===== config.mk =====
export PLATFORM = sky130hd
export DESIGN_NAME = maxpool2x2_stream_flat
export DESIGN_NICKNAME = d
export VERILOG_FILES = /design/src/rtl/maxpool2x2_stream_if.sv /design/src/rtl/maxpool2x2_stream.sv /design/src/flat_wrapper.sv
export SDC_FILE = /design/constraint.sdc
export NUM_CORES = 1
export LEC_CHECK = 0
export ABC_CLOCK_PERIOD_IN_PS = 12900
export CAP_MARGIN = 10
export CORE_MARGIN = 10
export CORE_UTILIZATION = 57
export CTS_CLUSTER_SIZE = 16
export DETAILED_ROUTE_END_ITERATION = 10
export PLACE_DENSITY = 0.72
export SLEW_MARGIN = 5
export SYNTH_ARGS = -nofsm -noshare
export SYNTH_HDL_FRONTEND = slang
export SYNTH_SLANG_ARGS = --single-unit

===== constraint.sdc =====
create_clock -name clk -period 12.9 [get_ports clk]
set_clock_uncertainty 0.05 [all_clocks]
set_input_delay 1.935 -clock clk [delete_from_list [all_inputs] [get_ports clk]]
set_output_delay 1.935 -clock clk [all_outputs]
set_load 0.01 [all_outputs]

===== src/rtl/maxpool2x2_stream_if.sv =====
// rtl/maxpool2x2_stream_if.sv - pixel-in / pooled-pixel-out stream bundle for maxpool2x2_stream
//
// Ports (signals):
//   in_valid, in_ready, in_data[CH*N]  : input pixel stream, raster order
//   out_valid, out_ready, out_data[CH*N], out_last : pooled pixel stream
// Modports:
//   master : upstream/downstream side (drives in_* and out_ready)
//   slave  : the pooling block
interface maxpool2x2_stream_if #(
    parameter int N  = 16,
    parameter int CH = 1
);
    logic            in_valid;
    logic            in_ready;
    logic [CH*N-1:0] in_data;
    logic            out_valid;
    logic            out_ready;
    logic [CH*N-1:0] out_data;
    logic            out_last;

    modport master (
        output in_valid, in_data, out_ready,
        input  in_ready, out_valid, out_data, out_last
    );

    modport slave (
        input  in_valid, in_data, out_ready,
        output in_ready, out_valid, out_data, out_last
    );
endinterface


===== src/rtl/maxpool2x2_stream.sv =====
// rtl/maxpool2x2_stream.sv - streaming 2x2 stride-2 max/average pooling engine
//
// Ports:
//   clk   : single clock, rising edge
//   rst_n : asynchronous active-low reset
//   s     : maxpool2x2_stream_if.slave (in_valid/in_ready/in_data,
//           out_valid/out_ready/out_data/out_last)
// Parameters: N channel width, CH channels per beat, IMG_W/IMG_H frame size
// (even, >= 2), SIGNED compare/sum, MODE 0 = max, 1 = average.
module maxpool2x2_stream #(
    parameter int N      = 16,
    parameter int CH     = 1,
    parameter int IMG_W  = 28,
    parameter int IMG_H  = 28,
    parameter int SIGNED = 1,
    parameter int MODE   = 0
) (
    input logic                clk,
    input logic                rst_n,
    maxpool2x2_stream_if.slave s
);
    // Average mode carries partial sums with two guard bits: four N-bit
    // operands always fit in N+2 bits, signed or unsigned.
    localparam int AW = (MODE == 1) ? N + 2 : N;
    localparam int CW = (IMG_W > 2) ? $clog2(IMG_W) : 1;
    localparam int RW = (IMG_H > 2) ? $clog2(IMG_H) : 1;
    localparam int LD = IMG_W / 2;
    localparam int LW = (LD > 1) ? $clog2(LD) : 1;
    localparam logic [CW-1:0] COL_LAST = CW'(IMG_W - 1);
    localparam logic [RW-1:0] ROW_LAST = RW'(IMG_H - 1);

    logic [CW-1:0]   col;
    logic [RW-1:0]   row;
    logic [CH*N-1:0] pair;
    logic [CH*N-1:0] pooled;
    logic [CH*N-1:0] out_data_q;
    logic            out_valid_q;
    logic            out_last_q;
    logic            accept;
    logic            win_done;
    logic            lb_write;
    logic [LW-1:0]   lb_idx;
    logic [AW-1:0]   lb [LD][CH];
    logic [AW-1:0]   h_val [CH];

    function automatic logic [AW-1:0] ext(input logic [N-1:0] x);
        if (SIGNED != 0) ext = AW'($signed(x));
        else             ext = AW'(x);
    endfunction

    function automatic logic gt(input logic [AW-1:0] a, input logic [AW-1:0] b);
        if (SIGNED != 0) gt = $signed(a) > $signed(b);
        else             gt = a > b;
    endfunction

    assign s.in_ready  = !out_valid_q || s.out_ready;
    assign s.out_valid = out_valid_q;
    assign s.out_data  = out_data_q;
    assign s.out_last  = out_last_q;

    assign accept   = s.in_valid && s.in_ready;
    assign win_done = col[0] && row[0];
    assign lb_write = accept && col[0] && !row[0];
    assign lb_idx   = LW'(col >> 1);

    for (genvar c = 0; c < CH; c++) begin : g_ch
        logic [AW-1:0] px_e;
        logic [AW-1:0] held_e;
        logic [AW-1:0] lb_val;
        logic [AW-1:0] v_val;

        assign px_e   = ext(s.in_data[c*N +: N]);
        assign held_e = ext(pair[c*N +: N]);
        assign lb_val = lb[lb_idx][c];

        if (MODE == 1) begin : g_avg
            assign h_val[c] = px_e + held_e;
            assign v_val    = h_val[c] + lb_val;
            // Dropping the two LSBs of the two's-complement total is a
            // floor divide by 4 for both signed and unsigned data.
            assign pooled[c*N +: N] = v_val[N+1:2];
        end else begin : g_max
            assign h_val[c] = gt(px_e, held_e) ? px_e : held_e;
            assign v_val    = gt(h_val[c], lb_val) ? h_val[c] : lb_val;
            assign pooled[c*N +: N] = v_val;
        end
    end

    // Half-row buffer of horizontal results from the even row; contents
    // are only read after being written in the same frame, so no reset.
    always_ff @(posedge clk) begin
        if (lb_write) begin
            for (int c = 0; c < CH; c++) begin
                lb[lb_idx][c] <= h_val[c];
            end
        end
    end

    always_ff @(posedge clk or negedge rst_n) begin
        if (!rst_n) begin
            col         <= '0;
            row         <= '0;
            pair        <= '0;
            out_valid_q <= 1'b0;
            out_last_q  <= 1'b0;
            out_data_q  <= '0;
        end else begin
            if (s.out_ready) begin
                out_valid_q <= 1'b0;
            end
            if (accept) begin
                if (!col[0]) begin
                    pair <= s.in_data;
                end
                if (col == COL_LAST) begin
                    col <= '0;
                    row <= (row == ROW_LAST) ? '0 : row + 1'b1;
                end else begin
                    col <= col + 1'b1;
                end
                // A completing beat reloads the register even while the
                // previous result is being consumed in the same cycle.
                if (win_done) begin
                    out_valid_q <= 1'b1;
                    out_data_q  <= pooled;
                    out_last_q  <= (row == ROW_LAST) && (col == COL_LAST);
                end
            end
        end
    end
endmodule

===== src/flat_wrapper.sv =====
// flat-port wrapper written by rule: the top's interface ports become plain ports
module maxpool2x2_stream_flat 
#(
    parameter int N      = 16,
    parameter int CH     = 1,
    parameter int IMG_W  = 28,
    parameter int IMG_H  = 28,
    parameter int SIGNED = 1,
    parameter int MODE   = 0
)
  (clk, rst_n, s_in_valid, s_in_data, s_out_ready, s_in_ready, s_out_valid, s_out_data, s_out_last);
  maxpool2x2_stream_if #(.N(N), .CH(CH)) s_i ();
  input logic clk;
  input logic rst_n;
  input wire logic [$bits(s_i.in_valid)-1:0] s_in_valid;
  input wire logic [$bits(s_i.in_data)-1:0] s_in_data;
  input wire logic [$bits(s_i.out_ready)-1:0] s_out_ready;
  output wire logic [$bits(s_i.in_ready)-1:0] s_in_ready;
  output wire logic [$bits(s_i.out_valid)-1:0] s_out_valid;
  output wire logic [$bits(s_i.out_data)-1:0] s_out_data;
  output wire logic [$bits(s_i.out_last)-1:0] s_out_last;
  assign s_i.in_valid = s_in_valid;
  assign s_i.in_data = s_in_data;
  assign s_i.out_ready = s_out_ready;
  assign s_in_ready = s_i.in_ready;
  assign s_out_valid = s_i.out_valid;
  assign s_out_data = s_i.out_data;
  assign s_out_last = s_i.out_last;
  maxpool2x2_stream #(.N(N), .CH(CH), .IMG_W(IMG_W), .IMG_H(IMG_H), .SIGNED(SIGNED), .MODE(MODE)) u_core (.clk(clk), .rst_n(rst_n), .s(s_i));
endmodule

# Yosys cells after proc, flatten, opt, wreduce, memory -nomap -nowiden
# Memories as Yosys holds them, arrays and structs flattened.
# Cells that the tools add are included.
# W data, S select, Z words.
dict set report word_totals {
  input_bits 20
  output_inout_bits 19
  memories 1
  register_bits 44
  elab_cells 34
  ramBits 224
}
dict set report classes {
  muxes 9
  bitwise 1
  order_cmp 2
  n_reduce_logical 11
  add_sub_neg 2
  n_eq_ne 2
}
# memory depth width read_ports rd_clocked_by_memory_dff wr line
set memory_table {}
lappend memory_table {u_core.lb 14 16 1 0 1 maxpool2x2_stream.sv:43} ;# logic [AW-1:0] lb [LD][CH];
# op n
set ops {}
lappend ops {{$gt A16 B16 Y1} 2}
lappend ops {{$mux W16} 2}
lappend ops {{$add A5 B1 Y5 const B} 2}
lappend ops {{$eq A5 B5 Y1 const B} 2}
lappend ops {{$mux W5} 2}
lappend ops {{$reduce_and A2 Y1} 3}
lappend ops {{$logic_and A1 B1 Y1} 5}
lappend ops {{$mux W1} 5}
lappend ops {{$logic_not A1 Y1} 2}
lappend ops {{$logic_or A1 B1 Y1} 1}
lappend ops {{$not A1 Y1} 1}

# Logic depth before layout (Yosys ltp)
# Gate-level depths: netlist (run 1).
dict set report logic_depth {
  ltp_word 7
  depth_mapped 19
}

# Worst setup path after synthesis (run 1)
# Ideal clock, no wire load.
dict set report synth_timing {
  kind {input to register}
  from {input port s_in_data[1]}
  to {register u_core.out_data_q[0], in the netlist u_core.s.out_data[0]}
  setup_time_ps 128
  cell_stages 17
  slack_ps 6801
  arrival_time_ps 5921
  path_cell_list {ha_1 nor2b_4 o211ai_1 a211oi_2 nor4_2 mux2i_4 buf_12 mux2i_1 inv_1 ha_1 a21oi_1 o21ai_0 a2111oi_2 mux2i_2 clkbuf_1 a2bb2oi_1 o21ai_1}
}
# item line
set synth_lines {}
lappend synth_lines {{start, declared} flat_wrapper.sv:16} ;# input wire logic [$bits(s_i.in_data)-1:0] s_in_data;
lappend synth_lines {{end signal, assigned} maxpool2x2_stream.sv:125} ;# out_data_q <= pooled;
lappend synth_lines {{end, declared} maxpool2x2_stream.sv:36} ;# logic [CH*N-1:0] out_data_q;

==> results of run 1 <==
[area by class of cell]
class | count | area, um^2 | share of cell area
Sequential cell | 268 | 7840 | 0.601
Multi-Input combinational cell | 393 | 3410 | 0.262
Clock buffer | 29 | 683 | 0.0524
Timing Repair Buffer | 57 | 518 | 0.0397
Tap cell | 265 | 332 | 0.0254
Inverter | 35 | 131 | 0.0101
Clock inverter | 16 | 128 | 0.00979
[routing by layer]
layer,vias up,wire length (um)
met1,3243,9890
met5,-,0
li1,2907,-
met3,41,1110
met2,207,12500
met4,0,544
[worst paths after layout]
| path | endpoint | start | cells past startpoint |
|---|---|---|---|
| worst max-delay path | u_core.s.out_data[3] | s_in_data[15] | 17 |
| worst min-delay path | u_core.s.out_last | u_core.s.out_last | 2 |
| worst max register to register | u_core.s.out_data[3] | u_core.g_ch[0].held_e[15] | 17 |
| worst min register to register | u_core.s.out_last | u_core.s.out_last | 2 |
| max in group asynchronous | u_core.col[1] | rst_n | 1 |
| min in group asynchronous | u_core.s.out_last | rst_n | 1 |
[registers in the layout, indices dropped and copies added, names as in the netlist]
signal and cells:
u_core.s.out_valid 1, u_core.s.out_data 16, u_core.col 5, u_core.row 5, u_core.s.out_last 1, u_core.g_ch.held_e 16
u_core.lb 224
[synth_stat cells (7+ instances only)]
cell	instances
o31a_1	15
nand2b_1	7
o21ai_1	16
o21ai_0	24
edfxtp_1	224
dfrtp_1	44
a21oi_1	42
nand2_1	57
buf_2	11
mux4_2	49
inv_1	35
clkbuf_1	21
nor2_1	48
nand3_1	10
ha_1	34
mux2i_1	46
[cells by family after synthesis]
| kind of cell | Yosys count |
|---|---|
| compound gates | 114 |
| fa+ha+maj | 34 |
| buf+inv | 71 |
| flops | 268 |
| mux | 100 |
| simple gates | 145 |
[power by group through the flow]
stage | Combinational (mW) | Sequential, mW | Clock [mW]
2_1_floorplan | 0.814 | 1.21 | 0
3_3_place_gp | 1.05 | 1.26 | 0
3_5_place_dp | 1.09 | 1.27 | 0
4_1_cts | 1.09 | 1.25 | 0.734
5_1_grt | 1.20 | 1.26 | 0.769
6_report | 1.09 | 1.25 | 0.722
[critical path: cells and delay by family]
kind	cells	cell delay (ns)
compound gates	5	1.10
fa+ha+maj	2	0.80
buf+inv	2	0.73
mux	3	1.93
simple gates	5	1.34
[stage by stage]
step | hold slack [ns] | utilization | total power [mW]
floorplan | 0.405 | - | 2.02
global placement | 0.423 | 0.622 | 2.31
detailed placement | 0.448 | 0.622 | 2.35
CTS | 0.460 | 0.663 | 3.08
global route | 0.498 | 0.663 | 3.23
finish | 0.457 | 0.663 | 3.06
==> summary.md, run 1 <==
| Metric | Value |
|---|---|
| Status | finished, final reports clean |
| Sequential area share after synthesis | 0.680 |
| Initial antenna violation count | 0 |
| DRC | 0 |
| Xor/xnor share of the synthesized area | 0 |
| Non-Filler Instances | 1,063 |
| # diodes | 0 |
| Sw frac | 0.342 |
| Internal power | 2.01 mW |
| Post-CTS sizing | 0 |
| Number of port buffers | 38 |
| Reg2reg setup slack | 6.95 ns |
| Clock buffer depth | 3 |
| Share of flip-flops with an asynchronous set or reset | 0.164 |
| Data arrival time of the worst path | 7.85 ns |
| TritonCTS Buffers | 27 |
| Clock Power Share | 0.236 |
| Largest stage delay on the critical path | 0.79 ns |
| Nets | 836 |
| EDFF count, synth | 224 |
| Largest net degree at the start of global routing | 62 |
| Die Area | 26,300 um^2 |
| Clock transition at path regs | 0.06 ns |
| Placer Congestion | 0.870 |
| Detailed Place HPWL | 15.5 mm |
| GRT Total Usage | 0.185 |
| H-tree depth | 1 |
| Die span in y | 162 um |
| Crit share post-route | 0.579 |
| Synth Instances | 732 |
| Cell area after layout | 13,000 um^2 |
| Synth Area in Adders | 0.0369 |
| Gate power share | 0.356 |
| Leak | 4.67 nW |
| GRT met2 Usage | 0.317 |
| Slew Limit Fails | 0 |
| Placed Instance Area | 12,200 um^2 |
| Routed len/inst | 22.6 um |
| CTS tree | yes |
| CP max stage cell | mux2i_2 |
| Fin worst setup slack | 5.43 ns |
| Via density | 6.02 |
| Peak VDD IR | 0.142 mV |
| Cell breakdown of the critical path | clkdlybuf4s50_1 -> ha_1 -> nand4_1 -> or2_1 -> a211oi_2 -> nor4_2 -> mux2i_4 -> mux2i_1 -> inv_1 -> ha_1 -> a21o_1 -> a21oi_1 -> nor2_1 -> a2111oi_2 -> mux2i_2 -> nand2b_1 -> o21ai_1 |
| First-pass detailed-route iteration total | 6 |
| Detailed-route wire length | 24.0 mm |
| CP endpoint kind | flop |
| Setup_tns | 0 ns |
| Mux cell area share after synthesis | 0.142 |
| Placed Cells | 1,018 |
| Yosys reg bits | 268 |
| Share of cells above drive strength 1 | 0.155 |
| Mean Syn Cell Area | 15.7 um^2 |
| Synth cell types | 42 |
| RSZ-0062 raised after global routing | false |
| Die width | 162 um |
| Synth area leader | edfxtp_1 |
| Main combinational cell family by area after synthesis | multiplexers |
| Number of fillers in the final layout | 1,384 |
| Clock Tree Root | clkbuf_16 |
| Iteration-0 DRC count of the detailed router | 448 |
| DRT antenna net count | 0 |
| Max Cap Viol | 0 |
| Met1 Track Usage GR | 0.243 |
| Simple-Gate Fraction of Synth Area | 0.0564 |
| Final Hold Viols | 0 |
| Busiest layer in global routing | met2 |
| Layout area overhead | 13.2% |
| Highest clock rate | 134 MHz |
| Syn_nets | 786 |
| Core area | 19,700 um^2 |
| Rows | 51 |
| Slew margin rel. | 0.202 |
| Worst EP required | 13.27 ns |
| Met3 usage | 0.0243 |
| Vias | 6,398 |
| Worst slew pin tran | 1.19 ns |
| Commonest non-fill, non-tap cell in the layout | edfxtp_1 |
| First-pass GRT wire length | 38.2 mm |
| Clk Latency, worst-skew pair | 0.53 ns |
| Fin crit period | 7.47 ns |
| Compound-gate portion of the synthesized area | 0.0592 |
| Top post-synthesis cells by area | edfxtp_1 (58%), mux4_2 (9.6%), dfrtp_1 (9.6%) |
| Hold_buf cts | 0 |
| Setup CP Type | input port to flop |
| Post-CTS setup buffer count | 0 |
| Ys flop type | edfxtp_1 |
| Setup violations, final | 0 |
| Warnings, synthesis | 0 |
| Initial Util | 0.586 |
| Net Switching | 1.05 mW |
| Hold Path Class | flop to flop |
| Vias in the first global route | 6,728 |
| Most frequent cells in the layout | edfxtp_1 (224), nand2_1 (57), mux4_2 (49), nor2_1 (48), mux2i_1 (46) |
| CP dominant cell by count | ha_1 |
| Flop pwr share | 0.408 |
| Mapped Area | 11,500 um^2 |
| Clock sink count | 268 |
| GRT overflow | 0 |
| Placement Setup Slack | 4.95 ns |
| CP Launch Type | input port |
| Synth top area share | 0.584 |
| Worst Path Max Fanout | 17 |
| PD cells | 235 nW/um^2 |
| IO Count | 39 |
(Power assumes the default switching activity.)
==> run 2, diff against run 1 <==
--- a/config.mk
+++ b/config.mk
@@ -5,7 +5,7 @@
 export SDC_FILE = /design/constraint.sdc
 export NUM_CORES = 1
 export LEC_CHECK = 0
-export ABC_CLOCK_PERIOD_IN_PS = 12900
+export ABC_CLOCK_PERIOD_IN_PS = 7300
 export CAP_MARGIN = 10
 export CORE_MARGIN = 10
 export CORE_UTILIZATION = 57
==> constraint.sdc (replaced) <==
create_clock -name clk -period 7.3 [get_ports clk]
set_clock_uncertainty 0.05 [all_clocks]
set_input_delay 1.095 -clock clk [delete_from_list [all_inputs] [get_ports clk]]
set_output_delay 1.095 -clock clk [all_outputs]
set_load 0.01 [all_outputs]
==> run 2 against run 1 <==
  * Register-to-register slack got worse by 5.2 ns
  * Largest power group unchanged
  * Via count fell by 0.34%
  * Final area is essentially flat
  * Global-route usage is 0.27 points lower
  * Power rose by 76%
  * Clock power grew 72%
  * Highest routed layer unchanged
==> summary.md, run 2 (synthesized netlist as in run 1, its figures left out) <==
| Metric | Value |
|---|---|
| Crit path buf inv count | 2 (unchanged) |
| CP dominant cell by count | ha_1 |
| Internal power | 3.54 mW (+76%) |
| Die span in y | 162 um (unchanged) |
| Nets | 838 (+0.24%) |
| Leak | 4.67 nW (-0.11%) |
| Clock sink count | 268 (unchanged) |
| Slew Limit Fails | 0 (unchanged) |
| Placer Congestion | 0.820 (-5.8%) |
| Vias | 6,376 (-0.34%) |
| Status | finished, final reports clean |
| Die Area | 26,300 um^2 (unchanged) |
| Iteration-0 DRC count of the detailed router | 495 (+10%) |
| Die width | 162 um (unchanged) |
| Cell area after layout | 13,000 um^2 (about the same) |
| Largest stage delay on the critical path | 0.77 ns (-0.02 ns) |
| First-pass GRT wire length | 37.6 mm (-1.4%) |
| PD cells | 413 nW/um^2 (+76%) |
| H-tree depth | 1 (unchanged) |
| Max Cap Viol | 0 (unchanged) |
| Most frequent cells in the layout | edfxtp_1 (224), nand2_1 (57), mux4_2 (49), nor2_1 (48), mux2i_1 (46) |
| CP endpoint kind | flop |
| # diodes | 0 (unchanged) |
| Vias in the first global route | 6,551 (-2.6%) |
| TritonCTS Buffers | 27 (unchanged) |
| Rows | 51 (unchanged) |
| Hold_buf cts | 0 (unchanged) |
| CTS tree | yes |
| Commonest non-fill, non-tap cell in the layout | edfxtp_1 |
| Share of cells above drive strength 1 | 0.150 (-0.00489) |
| Final Hold Viols | 0 (unchanged) |
| Worst slew pin tran | 1.09 ns (-0.101 ns) |
| Crit share post-route | 0.843 |
| Data arrival time of the worst path | 6.54 ns (-1.31 ns) |
| Slew margin rel. | 0.268 (+0.0661) |
| Largest net degree at the start of global routing | 62 (unchanged) |
| Worst Path Max Fanout | 16 (-1) |
| Number of port buffers | 38 (unchanged) |
| Flop pwr share | 0.405 (-0.003) |
| Family with the most delay on the worst path | multiplexers |
| Placed Cells | 1,020 (+0.20%) |
| CP max stage cell | mux2i_4 |
| Initial antenna violation count | 0 (unchanged) |
| DRT antenna net count | 0 (unchanged) |
| Highest clock rate | 163 MHz |
| IO Count | 39 (unchanged) |
| Clock Tree Root | clkbuf_16 |
| Routed len/inst | 22.2 um (-1.8%) |
| Via density | 5.96 (-0.90%) |
| Placed Instance Area | 12,200 um^2 (+0.11%) |
| Setup_tns | 0 ns (unchanged) |
| Worst EP required | 7.68 ns (-5.59 ns) |
| Detailed-route wire length | 23.7 mm (-1.3%) |
| GRT overflow | 0 (unchanged) |
| Non-Filler Instances | 1,069 (+0.56%) |
| WHS | 0.438 ns (-0.0196 ns) |
| Layout area overhead | 13.2% (about the same) |
| Initial Util | 0.586 (unchanged) |
| DRC | 0 (unchanged) |
| Multi-input logic area | 3410 um^2 (unchanged) |
| Clock Power Share | 0.230 (-0.006) |
| Gate power share | 0.364 (+0.008) |
| GRT Total Usage | 0.182 (-0.00271) |
| Sequential cell area | 7830 um^2 (about the same) |
| Peak VDD IR | 0.251 mV (+77%) |
| Cell breakdown of the critical path | clkdlybuf4s50_1 -> ha_1 -> nor2b_4 -> o211ai_1 -> a211oi_2 -> nor4_2 -> mux2i_4 -> mux2i_1 -> inv_1 -> ha_1 -> a21o_1 -> a21oi_1 -> a31oi_1 -> a2111oi_2 -> mux2i_2 -> nand2b_1 -> o21ai_1 |
| Setup violations, final | 0 (unchanged) |
| Clock transition at path regs | 0.06 ns (about the same) |
| Final Util | 0.663 (about the same) |
| Clk Latency, worst-skew pair | 0.52 ns (about the same) |
| Post-CTS sizing | 0 (unchanged) |
| Core area | 19,700 um^2 (unchanged) |
| Fin crit period | 6.15 ns |
| RSZ-0062 raised after global routing | false |
| Detailed Place HPWL | 15.5 mm (+0.23%) |
| First-pass detailed-route iteration total | 6 (unchanged) |
| Clock buffer depth | 3 (unchanged) |
| Top reg by flops | u_core.lb |
| Post-CTS setup buffer count | 0 (unchanged) |
| Hold Path Class | flop to flop |
| Number of fillers in the final layout | 1,420 (+2.6%) |
| CP Launch Type | input port |
| Net Switching | 1.84 mW (+75%) |
| Sw frac | 0.341 (-0.000786) |
| Setup CP Type | input port to flop |
| Largest register FFs | 224 (unchanged) |
[run 2: final cells by class]
| class | count | area share |
|---|---|---|
| clock buffer | 35 | 0.0541 |
| inverter | 35 | 0.0101 |
| multi-input combinational | 393 | 0.262 |
| sequential | 268 | 0.601 |
| timing repair buffer | 59 | 0.0409 |
| clock inverter | 14 | 0.00662 |
| tap | 265 | 0.0254 |
[run 2: through the flow]
| stage | total power, mW | setup WS [ns] |
|---|---|---|
| 2_1_floorplan | 3.57 | 2.04 |
| 3_3_place_gp | 4.10 | 0.803 |
| 3_5_place_dp | 4.17 | 0.609 |
| 4_1_cts | 5.42 | 1.15 |
| 5_1_grt | 5.70 | 0.651 |
| 6_report | 5.38 | 1.15 |
[run 2: path summary, 6_finish.rpt]
| check | to | depth (start not counted) | slack [ns] | start |
|---|---|---|---|---|
| setup / recovery | u_core.s.out_data[6] | 17 | 1.15 | s_in_data[1] |
| setup reg to reg | u_core.s.out_data[6] | 17 | 1.79 | u_core.g_ch[0].held_e[1] |
| max in group asynchronous | u_core.col[1] | 1 | 5.82 | rst_n |
| min in group asynchronous | u_core.g_ch[0].held_e[2] | 1 | 0.68 | rst_n |
| hold / removal | u_core.s.out_last | 2 | 0.44 | u_core.s.out_last |
| hold reg to reg | u_core.s.out_last | 2 | 0.44 | u_core.s.out_last |
[run 2: power groups by stage]
stage / combinational (mW) / clock (mW) / sequential (mW)
2_1_floorplan: 1.44 / 0 / 2.13
3_3_place_gp: 1.89 / 0 / 2.21
3_5_place_dp: 1.96 / 0 / 2.22
4_1_cts: 1.97 / 1.26 / 2.19
5_1_grt: 2.17 / 1.33 / 2.21
6_report: 1.96 / 1.24 / 2.18
[run 2: routing by layer]
layer	GRT usage	vias to the layer above	routed length, um
met5	0	-	0
met3	0.0270	33	1180
met2	0.305	175	12100
met4	0.0405	0	400
met1	0.249	3253	9990
li1	-	2915	-
[run 2: worst reg2reg max path, stage by stage, from the launching register on]
cell	delay (ns)
dfrtp_1	0.36
inv_1	0.07
ha_1	0.29
nor2b_4	0.13
o211ai_1	0.23
a211oi_2	0.11
nor4_2	0.40
mux2i_4	0.77
mux2i_1	0.35
inv_1	0.25
ha_1	0.40
a21o_1	0.16
a21oi_1	0.16
a31oi_1	0.11
a2111oi_2	0.36
mux2i_2	0.49
nand2b_1	0.45
o21ai_1	0.28
==> run 3, diff against run 2 <==
--- a/config.mk
+++ b/config.mk
@@ -5,7 +5,7 @@
 export SDC_FILE = /design/constraint.sdc
 export NUM_CORES = 1
 export LEC_CHECK = 0
-export ABC_CLOCK_PERIOD_IN_PS = 7300
+export ABC_CLOCK_PERIOD_IN_PS = 5700
 export CAP_MARGIN = 10
 export CORE_MARGIN = 10
 export CORE_UTILIZATION = 57
==> constraint.sdc (replaced) <==
create_clock -name clk -period 5.7 [get_ports clk]
set_clock_uncertainty 0.05 [all_clocks]
set_input_delay 0.855 -clock clk [delete_from_list [all_inputs] [get_ports clk]]
set_output_delay 0.855 -clock clk [all_outputs]
set_load 0.01 [all_outputs]
==> run 3 against run 2 <==
  * Power grew 33%
  * Count of clock-buffer cells in the layout is 5 higher
  * Sequential cell count did not move
  * Setup slack lost 0.61 ns
  * Register-to-register slack lost 0.85 ns
  * Final area up 2.0%
  * Die area unchanged
  * Global-route usage increased by 0.91 points
  * Sequential share of layout area fell by 1.2 points
  * Via count increased by 0.71%
  * Critical endpoint is now u_core.s.out_data[7]
  * Largest cell class unchanged
==> summary.md, run 3 (synthesized netlist as in run 1, its figures left out) <==
| Metric | Value |
|---|---|
| Data arrival time of the worst path | 5.56 ns (-0.98 ns) |
| Largest net degree at the start of global routing | 50 (-19%) |
| Via density | 5.86 (-1.8%) |
| Highest clock rate | 194 MHz |
| Routed len/inst | 22.6 um (+2.1%) |
| CTS tree | yes |
| DRT antenna net count | 0 (unchanged) |
| CP max stage cell | clkdlybuf4s50_1 |
| First-pass GRT wire length | 39.1 mm (+4.0%) |
| Die Area | 26,300 um^2 (unchanged) |
| Die width | 162 um (unchanged) |
| Number of port buffers | 38 (unchanged) |
| Clock buffer depth | 3 (unchanged) |
| Die span in y | 162 um (unchanged) |
| Clock sink count | 268 (unchanged) |
| TritonCTS Buffers | 28 (+3.7%) |
| Crit share post-route | 0.906 |
| Hold Path Class | input port to asynchronous set/reset pin |
| Clk Latency, worst-skew pair | 0.54 ns (+0.02 ns) |
| IO Count | 39 (unchanged) |
| Iteration-0 DRC count of the detailed router | 516 (+4.2%) |
| Placer Congestion | 0.898 (+9.6%) |
| Post-CTS sizing | 0 (unchanged) |
| # diodes | 0 (unchanged) |
| Initial antenna violation count | 0 (unchanged) |
| RR Startpoint | u_core.g_ch[0].held_e[1] |
| PD cells | 539 nW/um^2 (+31%) |
| Gate power share | 0.359 (-0.005) |
| Setup CP Type | input port to flop |
| Post-CTS setup buffer count | 0 (unchanged) |
| Cell breakdown of the critical path | clkdlybuf4s50_1 -> ha_1 -> nor2b_4 -> o211ai_1 -> a211oi_2 -> nor4_2 -> mux2i_4 -> buf_4 -> mux2i_1 -> inv_1 -> ha_1 -> a21o_1 -> a21oi_1 -> a31oi_1 -> a2111oi_2 -> mux2i_2 -> nand2b_1 -> o21ai_1 |
| Clock transition at path regs | 0.06 ns (about the same) |
| Detailed-route wire length | 24.8 mm (+4.7%) |
| Vias in the first global route | 6,869 (+4.9%) |
| Leak | 4.82 nW (+3.3%) |
| GRT overflow | 0 (unchanged) |
| Clock Power Share | 0.241 (+0.011) |
| Non-Filler Instances | 1,096 (+2.5%) |
| Detailed Place HPWL | 16.2 mm (+4.2%) |
| Vias | 6,421 (+0.71%) |
| Multi-input logic area | 3410 um^2 (unchanged) |
| Placed Cells | 1,044 (+2.4%) |
| CP endpoint kind | flop |
| First-pass detailed-route iteration total | 4 (-2) |
| DRC | 0 (unchanged) |
| Worst Path Max Fanout | 16 (unchanged) |
| Status | finished, final reports clean |
| Most frequent cells in the layout | edfxtp_1 (224), nand2_1 (57), mux4_2 (49), nor2_1 (48), mux2i_1 (46) |
| Rows | 51 (unchanged) |
| CP dominant cell by count | ha_1 |
| Number of fillers in the final layout | 1,386 (-2.4%) |
| Core area | 19,700 um^2 (unchanged) |
| Worst EP required | 6.10 ns (-1.58 ns) |
| Share of cells above drive strength 1 | 0.182 (+0.0312) |
| Max Cap Viol | 0 (unchanged) |
| Clock Tree Root | clkbuf_16 |
| Sequential cell area | 7830 um^2 (unchanged) |
| Setup_tns | 0 ns (unchanged) |
| H-tree depth | 1 (unchanged) |
| Slew margin rel. | 0.338 (+0.0706) |
| Sw frac | 0.341 (-0.000362) |
| Final Hold Viols | 0 (unchanged) |
| WHS | 0.438 ns (+0.000375 ns) |
| Internal power | 4.72 mW (+33%) |
| GRT Total Usage | 0.191 (+0.00911) |
| Commonest non-fill, non-tap cell in the layout | edfxtp_1 |
| Largest stage delay on the critical path | 0.45 ns (-0.32 ns) |
| Layout area overhead | 15.5% |
| Setup violations, final | 0 (unchanged) |
| Top reg by flops | u_core.lb |
| Slew Limit Fails | 0 (unchanged) |
| Flop pwr share | 0.401 (-0.004) |
| Net Switching | 2.45 mW (+33%) |
| Nets | 863 (+3.0%) |
| Setup crit start | s_in_data[1] |
| Initial Util | 0.586 (unchanged) |
| RSZ-0062 raised after global routing | false |
| Hold_buf cts | 0 (unchanged) |
| Largest register FFs | 224 (unchanged) |
| Peak VDD IR | 0.419 mV (+67%) |
| Fin crit period | 5.16 ns |
| Worst slew pin tran | 0.993 ns (-0.100 ns) |
| CP Launch Type | input port |
## run 3: cell types whose count changed in the layout (fill, tap and decap cells not counted), sizes merged
cell      change
bufinv        +1
clkinvlp      +1
clkinv        -6
clkbuf        +5
inv           +2
buf          +24
## run 3: final timing paths
path | endpoint | slack (ns) | depth (start not counted)
worst max-delay path | u_core.s.out_data[7] | 0.54 | 18
min in group clk | u_core.s.out_last | 0.44 | 2
max in group asynchronous | u_core.col[1] | 4.44 | 1
worst min-delay path | u_core.s.out_last | 0.44 | 1
worst min register to register | u_core.s.out_last | 0.44 | 2
worst max register to register | u_core.s.out_data[7] | 0.94 | 18
## run 3: per-stage QoR
step / util / total power, mW / area, um^2 / setup slack [ns]
final: 0.677 / 7.17 / 13300 / 0.537
after global routing: 0.677 / 7.58 / 13300 / 0.207
after CTS: 0.677 / 7.20 / 13300 / 0.622
after detailed placement: 0.632 / 5.47 / 12400 / 0.0729
after global placement: 0.632 / 5.37 / 12400 / 0.197
after floorplan: - / 4.57 / 11500 / 0.681
## run 3: area by class of cell
class	count	area share
clock inverter	12	0.00988
sequential	268	0.589
tap	265	0.0249
multi-input combinational	393	0.256
timing repair buffer	83	0.0536
inverter	35	0.00988
clock buffer	40	0.0561
## run 3: power by group through the flow
stage	combinational, mW	sequential, mW	clock [mW]
floorplan	1.84	2.73	0
global placement	2.47	2.90	0
detailed placement	2.55	2.92	0
CTS	2.57	2.88	1.75
global route	2.84	2.91	1.83
finish	2.57	2.87	1.72
## run 3: worst max-delay path: cells and delay by family
family | cells | cell delay, ns
adders and majority gates | 2 | 0.67
muxes | 3 | 0.85
AOI/OAI and AO/OA | 7 | 1.41
buffers and inverters | 3 | 0.88
and+or+nand+nor | 3 | 0.89
## run 3: metal layers
metal / global-route usage / up-vias / share of wire
met5: 0 / - / 0
met3: 0.0263 / 42 / 0.046
li1: - / 2965 / -
met1: 0.237 / 3254 / 0.40
met2: 0.344 / 160 / 0.53
met4: 0.0521 / 0 / 0.022
